<file path="src/rtl/xt_seq_ctrl.sv">
// -----------------------------------------------------------------------------
// xt_seq_ctrl -- sequencing controller for the XT (translate) stage.
//
// Classifies every incoming instruction word, latches it together with its PC,
// and steps a micro-op index through the expansion of the macro instructions
// JSRui, BSRsr, BSRso (call sequence) and RET (return sequence). While a
// multi-step expansion is in progress ow_busy tells fetch/decode to hold
// iw_pc/iw_instr. Flush and stall from pipeline control are applied here.
//
// Ports
//   iw_clk     in   clock
//   iw_rst_n   in   synchronous active-low reset
//   iw_pc      in   PC of iw_instr
//   iw_instr   in   instruction word from upstream
//   iw_flush   in   pipeline flush (abandons any expansion)
//   iw_stall   in   pipeline stall (every register holds)
//   ow_pc      out  latched PC of the current instruction
//   ow_instr   out  latched instruction word
//   ow_cls     out  class: 0 PASS, 1 JSR, 2 BSRSR, 3 BSRSO, 4 RET, 5 SETSSP, 6 BTP
//   ow_step    out  current micro-op index
//   ow_valid   out  ow_* describe a step to emit this cycle
//   ow_last    out  current step is the final one of its instruction
//   ow_busy    out  upstream must hold iw_pc/iw_instr
// -----------------------------------------------------------------------------

// Default field widths and opcode encodings; a project-wide definitions file
// included ahead of this one takes precedence.
`ifndef HBIT_ADDR
`define HBIT_ADDR 15
`endif
`ifndef HBIT_OPC
`define HBIT_OPC 7
`endif
`ifndef HBIT_DATA
`define HBIT_DATA 23
`endif
`ifndef OPC_NOP
`define OPC_NOP    8'h00
`define OPC_JCCUI  8'h01
`define OPC_BCCSR  8'h02
`define OPC_BALSO  8'h03
`define OPC_JSRUI  8'h10
`define OPC_BSRSR  8'h11
`define OPC_BSRSO  8'h12
`define OPC_RET    8'h13
`define OPC_SETSSP 8'h14
`define OPC_BTP    8'h15
`endif

module xt_seq_ctrl #(
    parameter int unsigned P_CALL_LEN = 4,  // push LR x2, LR<-PC, branch
    parameter int unsigned P_RET_LEN  = 3   // SSP+=2, load LR, jump
) (
    input  logic                  iw_clk,
    input  logic                  iw_rst_n,
    input  logic [`HBIT_ADDR:0]   iw_pc,
    input  logic [`HBIT_DATA:0]   iw_instr,
    input  logic                  iw_flush,
    input  logic                  iw_stall,
    output logic [`HBIT_ADDR:0]   ow_pc,
    output logic [`HBIT_DATA:0]   ow_instr,
    output logic [2:0]            ow_cls,
    output logic [1:0]            ow_step,
    output logic                  ow_valid,
    output logic                  ow_last,
    output logic                  ow_busy
);

    // The step counter is 2 bits wide, so no sequence may exceed 4 steps.
    if (P_CALL_LEN < 1 || P_CALL_LEN > 4 || P_RET_LEN < 1 || P_RET_LEN > 4) begin : g_len_check
        $error("xt_seq_ctrl: P_CALL_LEN and P_RET_LEN must lie in 1..4");
    end

    typedef enum logic {
        ST_IDLE,
        ST_EXPAND
    } state_t;

    typedef enum logic [2:0] {
        CLS_PASS   = 3'd0,
        CLS_JSR    = 3'd1,
        CLS_BSRSR  = 3'd2,
        CLS_BSRSO  = 3'd3,
        CLS_RET    = 3'd4,
        CLS_SETSSP = 3'd5,
        CLS_BTP    = 3'd6
    } cls_t;

    localparam logic [2:0] L_CALL_LEN = 3'(P_CALL_LEN);
    localparam logic [2:0] L_RET_LEN  = 3'(P_RET_LEN);
    localparam logic [`HBIT_DATA:0] L_NOP_WORD = {`OPC_NOP, 16'b0};

    state_t                 state_q;
    cls_t                   cls_q;
    logic [1:0]             step_q;
    logic [2:0]             len_q;
    logic [`HBIT_DATA:0]    instr_q;
    logic [`HBIT_ADDR:0]    pc_q;
    logic                   valid_q;
    logic                   busy_q;

    // Decode of the incoming word; only consumed on an accepting IDLE edge.
    logic [`HBIT_OPC:0]     opc;
    cls_t                   cls_d;
    logic [2:0]             len_d;
    logic                   last_step;

    assign opc = iw_instr[`HBIT_DATA -: `HBIT_OPC+1];

    // NOTE: every signal written here gets a default first, so no path can
    // leave it unassigned and infer a latch.
    always_comb begin
        cls_d = CLS_PASS;
        len_d = 3'd1;
        unique case (opc)
            `OPC_JSRUI:  begin cls_d = CLS_JSR;    len_d = L_CALL_LEN; end
            `OPC_BSRSR:  begin cls_d = CLS_BSRSR;  len_d = L_CALL_LEN; end
            `OPC_BSRSO:  begin cls_d = CLS_BSRSO;  len_d = L_CALL_LEN; end
            `OPC_RET:    begin cls_d = CLS_RET;    len_d = L_RET_LEN;  end
            `OPC_SETSSP: cls_d = CLS_SETSSP;
            `OPC_BTP:    cls_d = CLS_BTP;
            default:     ;
        endcase
    end

    assign last_step = ({1'b0, step_q} == (len_q - 3'd1));

    // NOTE: sequential state uses non-blocking assignments only, so every
    // register samples the pre-edge values regardless of statement order.
    always_ff @(posedge iw_clk) begin
        if (!iw_rst_n) begin
            state_q <= ST_IDLE;
            step_q  <= 2'd0;
            len_q   <= 3'd1;
            cls_q   <= CLS_PASS;
            instr_q <= L_NOP_WORD;
            pc_q    <= '0;
            valid_q <= 1'b0;
            busy_q  <= 1'b0;
        end else if (iw_flush) begin
            // Same as reset except the PC, which stays for the redirect logic.
            state_q <= ST_IDLE;
            step_q  <= 2'd0;
            len_q   <= 3'd1;
            cls_q   <= CLS_PASS;
            instr_q <= L_NOP_WORD;
            valid_q <= 1'b0;
            busy_q  <= 1'b0;
        end else if (!iw_stall) begin
            if (state_q == ST_IDLE) begin
                instr_q <= iw_instr;
                pc_q    <= iw_pc;
                cls_q   <= cls_d;
                len_q   <= len_d;
                step_q  <= 2'd0;
                valid_q <= 1'b1;
                if (len_d > 3'd1) begin
                    state_q <= ST_EXPAND;
                    busy_q  <= 1'b1;
                end else begin
                    state_q <= ST_IDLE;
                    busy_q  <= 1'b0;
                end
            end else if (last_step) begin
                // Final step emitted: spend one bubble cycle with busy low so
                // upstream can present the held word on the next edge.
                state_q <= ST_IDLE;
                busy_q  <= 1'b0;
                valid_q <= 1'b0;
                step_q  <= 2'd0;
            end else begin
                step_q <= step_q + 2'd1;
            end
        end
    end

    assign ow_pc    = pc_q;
    assign ow_instr = instr_q;
    assign ow_cls   = cls_q;
    assign ow_step  = step_q;
    assign ow_valid = valid_q;
    assign ow_busy  = busy_q;
    assign ow_last  = valid_q && last_step;

endmodule

</file>
<file path="config.mk">
export PLATFORM = sky130hd
export DESIGN_NAME = xt_seq_ctrl
export DESIGN_NICKNAME = d
export VERILOG_FILES = /design/src/rtl/xt_seq_ctrl.sv
export SDC_FILE = /design/constraint.sdc
export NUM_CORES = 1
export LEC_CHECK = 0
export CAP_MARGIN = 20
export CORE_UTILIZATION = 41
export DETAILED_ROUTE_END_ITERATION = 7
export PLACE_DENSITY = 0.8
export SETUP_SLACK_MARGIN = 0.3
export SLEW_MARGIN = 40
export SYNTH_ARGS = -nofsm -noshare
export SYNTH_HDL_FRONTEND = slang
export SYNTH_SLANG_ARGS = --single-unit
</file>
<file path="constraint.sdc">
create_clock -name iw_clk -period 1.6 [get_ports iw_clk]
set_input_delay 0.16 -clock iw_clk [delete_from_list [all_inputs] [get_ports iw_clk]]
set_output_delay 0.16 -clock iw_clk [all_outputs]
set_load 0.02 [all_outputs]
</file>
==> Word-level counts from Yosys, hierarchy flattened <==
Cells that the tools add are included.
{ "word_totals": {"ff_bits": 51, "out_inout_bits": 48} }
{ "op_classes": {"addsub": 2, "n_lt_le_gt_ge": 1, "eq_ne": 8, "muxes": 10, "n_bitwise": 4, "n_reduce_logical": 6} }
{ "ops": {"columns": ["operator", "count"], "rows": [
  ["$eq A8 B5 Y1 const B", 6],
  ["$pmux W3 S6", 1],
  ["$mux W1", 6],
  ["$pmux W3 S2", 1],
  ["$mux W2", 2],
  ["$not A1 Y1", 4],
  ["$reduce_and A2 Y1", 2],
  ["$eq A2 B3 Y1", 1],
  ["$gt A3 B1 Y1 const B", 1],
  ["$reduce_and A3 Y1", 1],
  ["$reduce_or A3 Y1", 1],
  ["$sub A3 B1 Y3 const B", 1],
  ["$add A2 B1 Y2 const B", 1],
  ["$ne A2 B1 Y1 const B", 1],
  ["$reduce_or A2 Y1", 1],
  ["$logic_and A1 B1 Y1", 1]
]} }

==> Longest topological paths before layout <==
Gate-level depths: netlist (run 1).
{ "logic_depth": {"word_depth": 6, "mapped_depth": 5, "mapped_depth_nobuf": 5} }

==> Worst setup path after synthesis (run 1) <==
Ideal clock, no wire load.
{ "synth_path": {"path_type": "register to output", "startpoint": "register len_q[0]", "endpoint": "output ow_last", "arrival_ps": 1333, "required_time_ps": 1440, "setup_slack_ps": 107, "path_stages_with_launch": 6, "n_path_buf": 0, "cell_sequence": "dfxtp_1 > inv_1 > ha_1 > xnor2_1 > nor3_1 > and2_1"} }
{ "synth_via": {"elab_chain_len": 3} }
{ "synth_lines": {"columns": ["element", "line_no", "source"], "rows": [
  ["start, declared", "96", "logic [2:0] len_q;"],
  ["start signal, assigned", "154", "len_q <= len_d;"],
  ["$sub A3 B1 Y3", "126", "assign last_step = ({1'b0, step_q} == (len_q - 3'd1));"],
  ["$eq A2 B3 Y1", "126", null],
  ["$logic_and A1 B1 Y1", "183", "assign ow_last = valid_q && last_step;"],
  ["end, declared", "65", "output logic ow_last,"]
]} }
No other way between the ends.

==> Worst setup path in the final report (run 1) <==
{ "layout_path": {"startpoint": "register len_q[1]", "endpoint": "output ow_last"} }
Same word-level chain as after synthesis.

==> results of run 1 <==
stage by stage:
stage | std cells | hold WS, ns | cell area (sq um) | setup TNS, ns | setup WS, ns
final | 425 | 0.354 | 3370 | -0.0376 | -0.0376
after global routing | 425 | 0.371 | 3370 | -0.101 | -0.101
after CTS | 420 | 0.393 | 3250 | -0.105 | -0.105
after detailed placement | 413 | 0.444 | 3160 | -0.628 | -0.226
after global placement | 413 | 0.440 | 3160 | -0.436 | -0.209
after floorplan | 247 | 0.295 | 2030 | 0 | 0.306
flip-flops by register name, summed over array words and instances, names as in the netlist:
name / cells
len_q: 3
ow_busy: 1
ow_cls: 3
ow_instr: 24
ow_pc: 16
ow_step: 2
ow_valid: 1
state_q: 1
power by group:
group	internal, mW	leakage [nW]	switching (mW)	total [mW]
Combinational	0.216	1.01	0.197	0.413
Sequential	1.30	0.417	0.0178	1.32
Clock	0.459	0.0513	0.393	0.852
Total	1.98	1.48	0.609	2.59
worst max path at each step:
| stage | from | to | slack [ns] |
|---|---|---|---|
| floorplan | ow_step[0] | ow_step[1] | 0.31 |
| finish | len_q[1] | ow_last | -0.04 |
| CTS | len_q[0] | ow_last | -0.10 |
| global placement | len_q[0] | ow_last | -0.21 |
| global route | len_q[1] | ow_last | -0.10 |
| detailed placement | len_q[1] | ow_last | -0.23 |
logic make-up (layout without fill, tap and decap cells):
family                     count (synthesis)  after routing
xor gates and xnor gates                   3              3
DFF                                       51             51
buffers and inverters                     19            130
and+or+nand+nor                          117            117
adders and majority gates                  1              1
AOI/OAI and AO/OA                         56             56
final cells by class:
class	instances	area [sq um]
sequential	51	1030
inverter	3	11.3
tap	67	83.8
clock buffer	6	72.6
timing repair buffer	120	1120
clock inverter	1	30.0
fill	402	1360
multi-input combinational	177	1020
layout by cell type, fill, tap and decap left out, types with 2 or more instances in the layout:
cell,Yosys,routed
clkdlybuf4s50_1,0,42
dfxtp_4,0,2
nand4_1,3,3
dlygate4sd2_1,0,45
nor3_1,3,2
dfxtp_2,0,3
a21boi_1,16,15
a21oi_1,31,31
clkdlybuf4s15_2,0,2
o22ai_1,2,2
clkbuf_8,0,5
buf_4,1,20
buf_12,0,2
inv_2,0,2
buf_2,7,2
dfxtp_1,51,46
buf_6,0,6
nor4_1,3,3
nor2b_1,4,4
nand2b_1,2,2
nor2_1,3,3
nand2_1,88,88
routing by layer:
layer	vias to the layer above	routed length (um)	global-route usage, %
li1	1040	-	-
met1	933	2310	23.0
met2	73	2510	37.0
met3	8	320	5.69
met4	0	106	7.63
met5	-	0	0
repair_timing:
action,4_1_cts,5_1_grt
setup endpoints to repair,69,24
resized for setup,67,16
gates cloned,0,2
setup buffers,0,3
pin swaps,2,8
worst max-delay path, delay by kind of cell (launching register included):
| family | cells | cell delay (ns) |
|---|---|---|
| xor gates and xnor gates | 1 | 0.13 |
| adders and majority gates | 1 | 0.25 |
| buffers and inverters | 2 | 0.15 |
| DFF | 1 | 0.34 |
| and+or+nand+nor | 2 | 0.31 |
==> summary.txt, run 1 <==
Status
  – Outcome: finished, violations left
  – Violations in the final reports: setup timing

Worst hold path
  – WHS Endpoint: ow_busy
  – Worst hold start: iw_stall
  – Hold Path Class: primary input to flop
  – Hold path depth: 4

Yosys
  – Synth top cells by count: nand2_1 (88), dfxtp_1 (51), a21oi_1 (31)
  – Compound-Gate Fraction of Synth Area: about 17%
  – Synthesized area per cell: between 8 and 9 sq um
  – Post-synth EDFFs: 0
  – Yosys warns: 0
  – Post-Synth Adder-Cell Area: 0.624%
  – Mux contribution to synthesized area: 0%
  – XOR/XNOR share of the synthesized area: roughly 1.3%
  – Async SR Flop Fraction: 0%
  – Synth Area in Simple Gates: between 20% and 30%
  – Top cells by area, synth: dfxtp_1 (51%), nand2_1 (16%), a21oi_1 (7.7%)
  – Most used DFF post-synth: dfxtp_1
  – Post-Syn Nets: 292
  – Top-count cell post-synth: nand2_1
  – Flops & latches, synth: a little over 50
  – Mapped Cells: approximately 250
  – Sequential cell area fraction in the yosys report: between 50 and 60%
  – Post-synth top area share: 50.9%
  – Main combinational cell family by area after synthesis: simple AND/OR/NAND/NOR gates
  – Cell taking the most area after synthesis: dfxtp_1
  – Distinct cells, synth: 35
  – Area of the mapped netlist: roughly 0.002 sq mm

Worst setup path
  – Slowest-stage cell, CP: dfxtp_2
  – Worst endpoint required time: ~1.4 ns
  – Cell Chain, Critical Path: inv_2, ha_4, xnor2_4, nor3_2, and2_4, buf_6
  – Worst R2R Path Depth: 6
  – CP max FO: 2
  – Reg-to-reg endpoint: ow_busy
  – Setup crit start kind: flop
  – Worst reg2reg path startpoint: len_q[1]
  – Crit path DAT: 1.48 ns
  – Worst setup EP type: primary output
  – Worst path max stage delay: roughly 0.34 ns
  – Register-to-register setup slack: ~0.23 ns
  – Crit Path Class: flop to primary output

Clock tree
  – CTS Buf Count: 5
  – Worst skew pair latency: approximately 0.30 ns
  – Clock buffer depth: 2
  – Hold Buf Count CTS: 0
  – CTS clk-pin slew, worst paths: roughly 0.080 ns
  – Clock sinks: 51
  – CTS tree: done
  – Clock H-tree levels: 2
  – Root Driver: clkbuf_8

Layout
  – Fin util: a little under three quarters
  – Layout cells sized above 1: between 10% and 20%
  – Area Overhead vs Synth: 67.8%
  – Ant. Diodes: 0
  – Final #Nets: 403

Routing
  – Vias per cell: ~4.8
  – TritonRoute pass-1 iters: 4
  – Via count: a little over 2k
  – DR iter-0 viols: 57
  – Wirelength per Cell: approximately 12 um
  – ANT nets after route: 0
  – WL final: approximately 5200 um
  – DRC: 0

Floorplanning
  – Die width: 71.9 um
  – Starting Density: a little over two fifths
  – Core area: approximately 0.0047 sq mm
  – Die Y: 71.9 um
  – I/O pin total: just over 90
  – DIE AREA: 0.00518 sq mm
  – Cell row count: 25

STA
  – Relative slew slack: 74.9%
  – Hold Fails Final Rpt: 0
  – Slew @ Worst Pin: roughly 0.37 ns
  – Endpoints failing setup: 1
  – RSZ-0062 raised after global routing: yes
  – Tmin final: between 1.5 and 2 ns
  – Tcrit/Tclk final: 102%
  – Final setup skew: 0.00715 ns
  – Final worst slack: -0.0376 ns
  – Max-slew violations: 0
  – Achievable Freq: 611 MHz

Pwr
  – Pwr per Cell Area: between 700 and 800 mW/mm^2
  – Worst vdd ir: 614 uV
  – Pleak: approximately 1.5 nW
  – Total power: approximately 2.6 mW

Global route
  – First-pass GRT wire length: about 8300 um
  – Antenna violations before repair: 0
  – Vias in the first global route: between 1.5k and 2k
  – Largest net degree at the start of global routing: 36
  – Gr ovfl total: 0
  – Tot GR Track Use: between 20% and 30%

Placed design
  – GP Congestion: 0.827
  – IO Port Bufs: 91
  – Final HPWL DP: approximately 3600 um

Flow run
  – Max Cap Violations: 0
Note: power is estimated with default switching activity, not from simulation.
==> run 2, diff against run 1 <==
--- a/config.mk
+++ b/config.mk
@@ -8,6 +8,8 @@
 export CAP_MARGIN = 20
 export CORE_UTILIZATION = 41
 export DETAILED_ROUTE_END_ITERATION = 7
+export GPL_TIMING_DRIVEN = 0
+export HOLD_SLACK_MARGIN = 0.15
 export PLACE_DENSITY = 0.8
 export SETUP_SLACK_MARGIN = 0.3
 export SLEW_MARGIN = 40
==> summary.txt, run 2 (same netlist as run 1, synthesis figures left out) <==
Routing
  – Vias per cell: 4.89
  – TritonRoute pass-1 iters: 4
  – DR iter-0 viols: 45
  – Wirelength per Cell: 12.8 um
  – WL final: roughly 5500 um
  – ANT nets after route: 0
  – Via count: between 2k and 2.5k
  – DRC: 0

Clock tree
  – Worst skew pair latency: approximately 0.30 ns
  – Clock sinks: just over 50
  – CTS tree: done
  – Clock buffer depth: 2
  – CTS clk-pin slew, worst paths: roughly 0.090 ns
  – Hold Buf Count CTS: 0
  – CTS Buf Count: 5
  – Clock H-tree levels: 2
  – Root Driver: clkbuf_8

STA
  – Slew @ Worst Pin: approximately 0.34 ns
  – Achievable Freq: 596 MHz
  – Endpoints failing setup: 2
  – Final setup skew: roughly 0.0041 ns
  – Tcrit/Tclk final: 105%
  – Fin Setup TNS: -0.134 ns
  – Tmin final: approximately 1.7 ns
  – Final worst slack: -0.0782 ns
  – RSZ-0062 raised after global routing: yes
  – Hold Fails Final Rpt: 0
  – Max-slew violations: 0
  – Relative slew slack: 77.4%

Worst setup path
  – Setup crit start kind: flop
  – CP max FO: 2
  – Reg-to-reg endpoint: ow_step[0]
  – Worst reg2reg path startpoint: len_q[1]
  – Worst R2R Path Depth: 10
  – Crit Path Class: flop to primary output
  – Critical path depth in cells: 6
  – CP bufs+invs: 2
  – Crit path from: len_q[1]
  – Worst setup EP type: primary output
  – Slowest-stage cell, CP: dfxtp_2
  – Crit path DAT: between 1.5 and 2 ns
  – Cell Chain, Critical Path: inv_2, ha_4, xnor2_4, nor3_2, and2_4, buf_6
  – CP endpoint: ow_last
  – Worst path max stage delay: around 0.34 ns
  – Worst endpoint required time: about 1.4 ns
  – Register-to-register setup slack: -0.06 ns
  – Cell family with most CP delay: flip-flops

Pwr
  – Worst vdd ir: 483 uV
  – Pwr per Cell Area: around 730 mW/mm^2
  – Pleak: around 1.5 nW
  – Sw power: roughly 0.64 mW
  – Combinational share of power: 16.4%
  – Seq pwr share: between 50% and 60%
  – Clock Power Share: just under 30%
  – Internal: ~1.8 mW
  – Sw frac: 26.1%

Layout
  – Highest-count cells in the layout ignoring fill and taps: nand2_1 (88), dlygate4sd2_1 (47), dfxtp_1 (46)
  – Area Overhead vs Synth: 68.6%
  – Largest register FFs: 24
  – Filler instances: 403
  – Multi-input gate area: approximately 0.0011 sq mm
  – Layout cells sized above 1: between 10% and 20%
  – Most common cell after layout, fill and taps aside: nand2_1
  – Fin cells: between 400 and 500
  – FF/Latch Area: a little over 0.001 sq mm
  – Ant. Diodes: 0
  – Final #Nets: ~410

Flow run
  – Max Cap Violations: 0

Placed design
  – IO Port Bufs: about 90
  – Final HPWL DP: roughly 3600 um
  – Placement Setup Slack: -0.319 ns
  – GP Congestion: around 0.75
  – Inst Count DP: 405

Global route
  – Tot GR Track Use: between 20 and 25%
  – Vias in the first global route: roughly 2k
  – Gr ovfl total: 0
  – First-pass GRT wire length: ~8700 um
  – Largest net degree at the start of global routing: 16
  – Antenna violations before repair: 0

Status
  – Violations in the final reports: setup timing
  – Outcome: finished, violations left

Floorplanning
  – Die width: roughly 72 um
  – Cell row count: 25
  – I/O pin total: around 90
  – Die Y: around 72 um
  – Starting Density: between 40% and 50%
  – DIE AREA: just over 0.005 sq mm
  – Core area: around 0.0047 sq mm

Worst hold path
  – Hold Path Class: primary input to flop
  – Worst hold start: iw_instr[3]
## run 2: changes by cell type in the layout (fill, tap and decap cells not counted), moves of 2 or more
cell / delta
buf_12: -2
clkbuf_2: +6
dlygate4sd2_1: +2
buf_6: +4
buf_4: -5
clkdlybuf4s15_2: -2
## run 2: metrics by stage
step / instance area, sq um / total power, mW / util, % / hold WS, ns
finish: 3380 / 2.46 / 71.6 / 0.391
global route: 3380 / 2.56 / 71.6 / 0.400
CTS: 3240 / 2.47 / 68.6 / 0.381
detailed placement: 3030 / 1.76 / 64.1 / 0.445
global placement: 3030 / 1.75 / 64.1 / 0.439
floorplan: 2030 / 1.53 / - / 0.295
## run 2: worst min-delay path by stage
stage              endpoint  cells after the start
6_report        ow_instr[3]                      3
5_1_grt        ow_instr[14]                      3
4_1_cts         ow_instr[3]                      3
3_5_place_dp      ow_cls[0]                      2
3_3_place_gp      ow_cls[0]                      2
2_1_floorplan     ow_pc[10]                      2
## run 2: layout make-up
| class | count | area share, % |
|---|---|---|
| clock inverters | 2 | 0.370 |
| multi-input cells | 177 | 31.3 |
| well taps | 67 | 2.48 |
| clock buffers | 6 | 2.15 |
| inverters | 3 | 0.333 |
| plain buffers | 16 | 3.26 |
| repair buffers | 108 | 29.5 |
| flip-flops and latches | 51 | 30.5 |
## run 2: worst min-delay path, cell delays in order
cell and delay (ns):
clkdlybuf4s50_1 0.39, nand2_1 0.05, a21oi_1 0.05
## run 2: timing repair
action | 4_1_cts | 5_1_grt
setup buffers | 12 | 5
hold endpoints to repair | 0 | 0
pin swaps | 4 | 9
gates resized for setup | 77 | 32
setup endpoints to repair | 93 | 42
cloned | 0 | 0
## run 2: routing by layer
metal  track usage, %  vias to the layer above  routed length (um)
li1                 -                     1052                   -
met4             7.63                        0                 136
met3             6.94                       15                 391
met2             37.9                       79                2710
met1             24.4                      957                2280
met5                0                        -                   0
## run 2: power groups by stage
stage | clock [mW] | combinational, mW | sequential [mW]
floorplan | 0 | 0.126 | 1.41
global placement | 0 | 0.397 | 1.36
detailed placement | 0 | 0.401 | 1.36
CTS | 0.751 | 0.393 | 1.32
global route | 0.796 | 0.440 | 1.33
finish | 0.734 | 0.404 | 1.32
==> run 3, diff against run 2 <==
--- a/config.mk
+++ b/config.mk
@@ -6,11 +6,11 @@
 export NUM_CORES = 1
 export LEC_CHECK = 0
 export CAP_MARGIN = 20
-export CORE_UTILIZATION = 41
+export CORE_UTILIZATION = 37
 export DETAILED_ROUTE_END_ITERATION = 7
 export GPL_TIMING_DRIVEN = 0
 export HOLD_SLACK_MARGIN = 0.15
-export PLACE_DENSITY = 0.8
+export PLACE_DENSITY = 0.81
 export SETUP_SLACK_MARGIN = 0.3
 export SLEW_MARGIN = 40
 export SYNTH_ARGS = -nofsm -noshare
==> constraint.sdc (replaced) <==
create_clock -name iw_clk -period 1.48 [get_ports iw_clk]
set_input_delay 0.148 -clock iw_clk [delete_from_list [all_inputs] [get_ports iw_clk]]
set_output_delay 0.148 -clock iw_clk [all_outputs]
set_load 0.02 [all_outputs]
==> summary.txt, run 3 (same netlist as run 1, synthesis figures left out) <==
Status
  – Outcome: finished, violations left
  – Violations in the final reports: setup timing

Routing
  – TritonRoute pass-1 iters: 4
  – DR iter-0 viols: 53
  – DR WL met3: roughly 400 um
  – ANT nets after route: 0
  – WL final: 6230 um
  – Via count: between 2k and 2.5k
  – Top Metal Used: met4
  – Routed length on met1: approximately 2500 um
  – Vias per cell: roughly 5
  – Met2 wire length: approximately 3200 um
  – Wirelength per Cell: around 14 um
  – DRC: 0

Floorplanning
  – I/O pin total: 92
  – DIE AREA: between 0.005 and 0.006 sq mm
  – Core area: between 0.005 and 0.006 sq mm
  – Cell row count: 26
  – Die width: 75.6 um
  – Die Y: ~76 um
  – Starting Density: 38.8%

Clock tree
  – CTS clk-pin slew, worst paths: 0.08 ns
  – Clock H-tree levels: 2
  – Clock sinks: between 50 and 60
  – CTS Buf Count: 5
  – CTS tree: done
  – Clock buffer depth: 2
  – Root Driver: clkbuf_8
  – Worst skew pair latency: 0.30 ns

Layout
  – Final #Nets: 415
  – Highest-count cells in the layout ignoring fill and taps: nand2_1 (60), dfxtp_1 (46), dlygate4sd2_1 (37)
  – Most common cell after layout, fill and taps aside: nand2_1
  – Ant. Diodes: 0
  – Final instance area: roughly 0.0037 sq mm
  – Area Overhead vs Synth: 86.6%
  – Largest register FFs: 24
  – Layout cells sized above 1: between 30% and 40%

STA
  – Max-slew violations: 0
  – Hold Slack: roughly 0.18 ns
  – Slew @ Worst Pin: roughly 0.35 ns
  – Achievable Freq: between 600 and 700 MHz
  – Final worst slack: -0.163 ns
  – Final setup skew: around 0.0057 ns
  – Relative slew slack: between 70% and 80%
  – RSZ-0062 raised after global routing: yes
  – Tcrit/Tclk final: 111%
  – Fin Setup TNS: -0.266 ns
  – Hold Fails Final Rpt: 0
  – Tmin final: between 1.5 and 2 ns
  – Endpoints failing setup: 4

Pwr
  – Sw power: a little over 0.7 mW
  – Seq pwr share: roughly 50%
  – Internal: approximately 2.1 mW
  – Combinational share of power: 19.2%
  – Total power: 2.85 mW
  – Worst vdd ir: 583 uV
  – Pleak: about 1.6 nW
  – Clock Power Share: 30.5%
  – Sw frac: approximately a quarter
  – Pwr per Cell Area: 761 mW/mm^2

Worst setup path
  – Worst endpoint required time: roughly 1.3 ns
  – Setup crit start kind: flop
  – Register-to-register setup slack: -0.07 ns
  – Crit path DAT: approximately 1.5 ns
  – Worst setup EP type: primary output
  – Crit Path Class: flop to primary output
  – CP max FO: 2

Placed design
  – Area after DPL: between 0.003 and 0.004 sq mm
  – Placement Setup Slack: -0.408 ns
  – GP Congestion: between 0.6 and 0.7
  – IO Port Bufs: 91
  – Final HPWL DP: around 3700 um

Global route
  – Largest net degree at the start of global routing: 15
  – Gr ovfl total: 0
  – Antenna violations before repair: 0
  – Tot GR Track Use: a little under 20%
  – First-pass GRT wire length: between 8000 and 9000 um
  – Vias in the first global route: 1965

Flow run
  – Max Cap Violations: 0

Worst hold path
  – Hold Path Class: primary input to flop
==> run 3: what timing repair did <==
item,CTS,global route
hold endpoints to repair,0,0
gates cloned,2,2
endpoints found under the setup margin,99,65
buffers inserted,14,7
hold buffers,0,0
gates resized for setup,110,83
pin swaps,31,32
==> run 3: worst max-delay path, stage by stage (launching register included) <==
cell and delay (ns):
dfxtp_4 0.36, inv_4 0.04, ha_4 0.25, xnor2_4 0.14, nor3_4 0.13, and2_4 0.16, buf_6 0.11
==> run 3: metrics by stage <==
step	instances	utilization [%]
final	440	72.4
after global routing	440	72.4
after global placement	408	59.3
after floorplan	247	-
after detailed placement	408	59.3
after CTS	431	66.3
==> run 3: cell type report <==
cell class / instances / area, sq um
buffer: 16 / 168
clock buffer: 7 / 97.6
fill: 375 / 1430
inverter: 3 / 13.8
multi-input combinational: 177 / 1230
sequential: 51 / 1040
tap: 70 / 87.6
timing repair buffer: 116 / 1110
==> run 3: power by group through the flow <==
stage	registers, mW	clock network (mW)	logic, mW
floorplan	1.51	0	0.141
global placement	1.46	0	0.434
detailed placement	1.46	0	0.440
CTS	1.43	0.888	0.476
global route	1.44	0.935	0.587
finish	1.43	0.869	0.547
==> run 3: worst paths after layout <==
check                                   from            to  cells after the start
worst max register to register      len_q[0]      ow_valid                      7
worst min register to register   ow_instr[9]   ow_instr[9]                      2
worst max-delay path                len_q[0]       ow_last                      6
worst min-delay path            iw_instr[21]  ow_instr[21]                      3
==> run 3: per-layer routing <==
metal | GRT usage, % | up-vias
met5 | 0 | -
met4 | 5.97 | 0
met3 | 5.95 | 5
met2 | 35.8 | 71
met1 | 22.4 | 1008
li1 | - | 1070
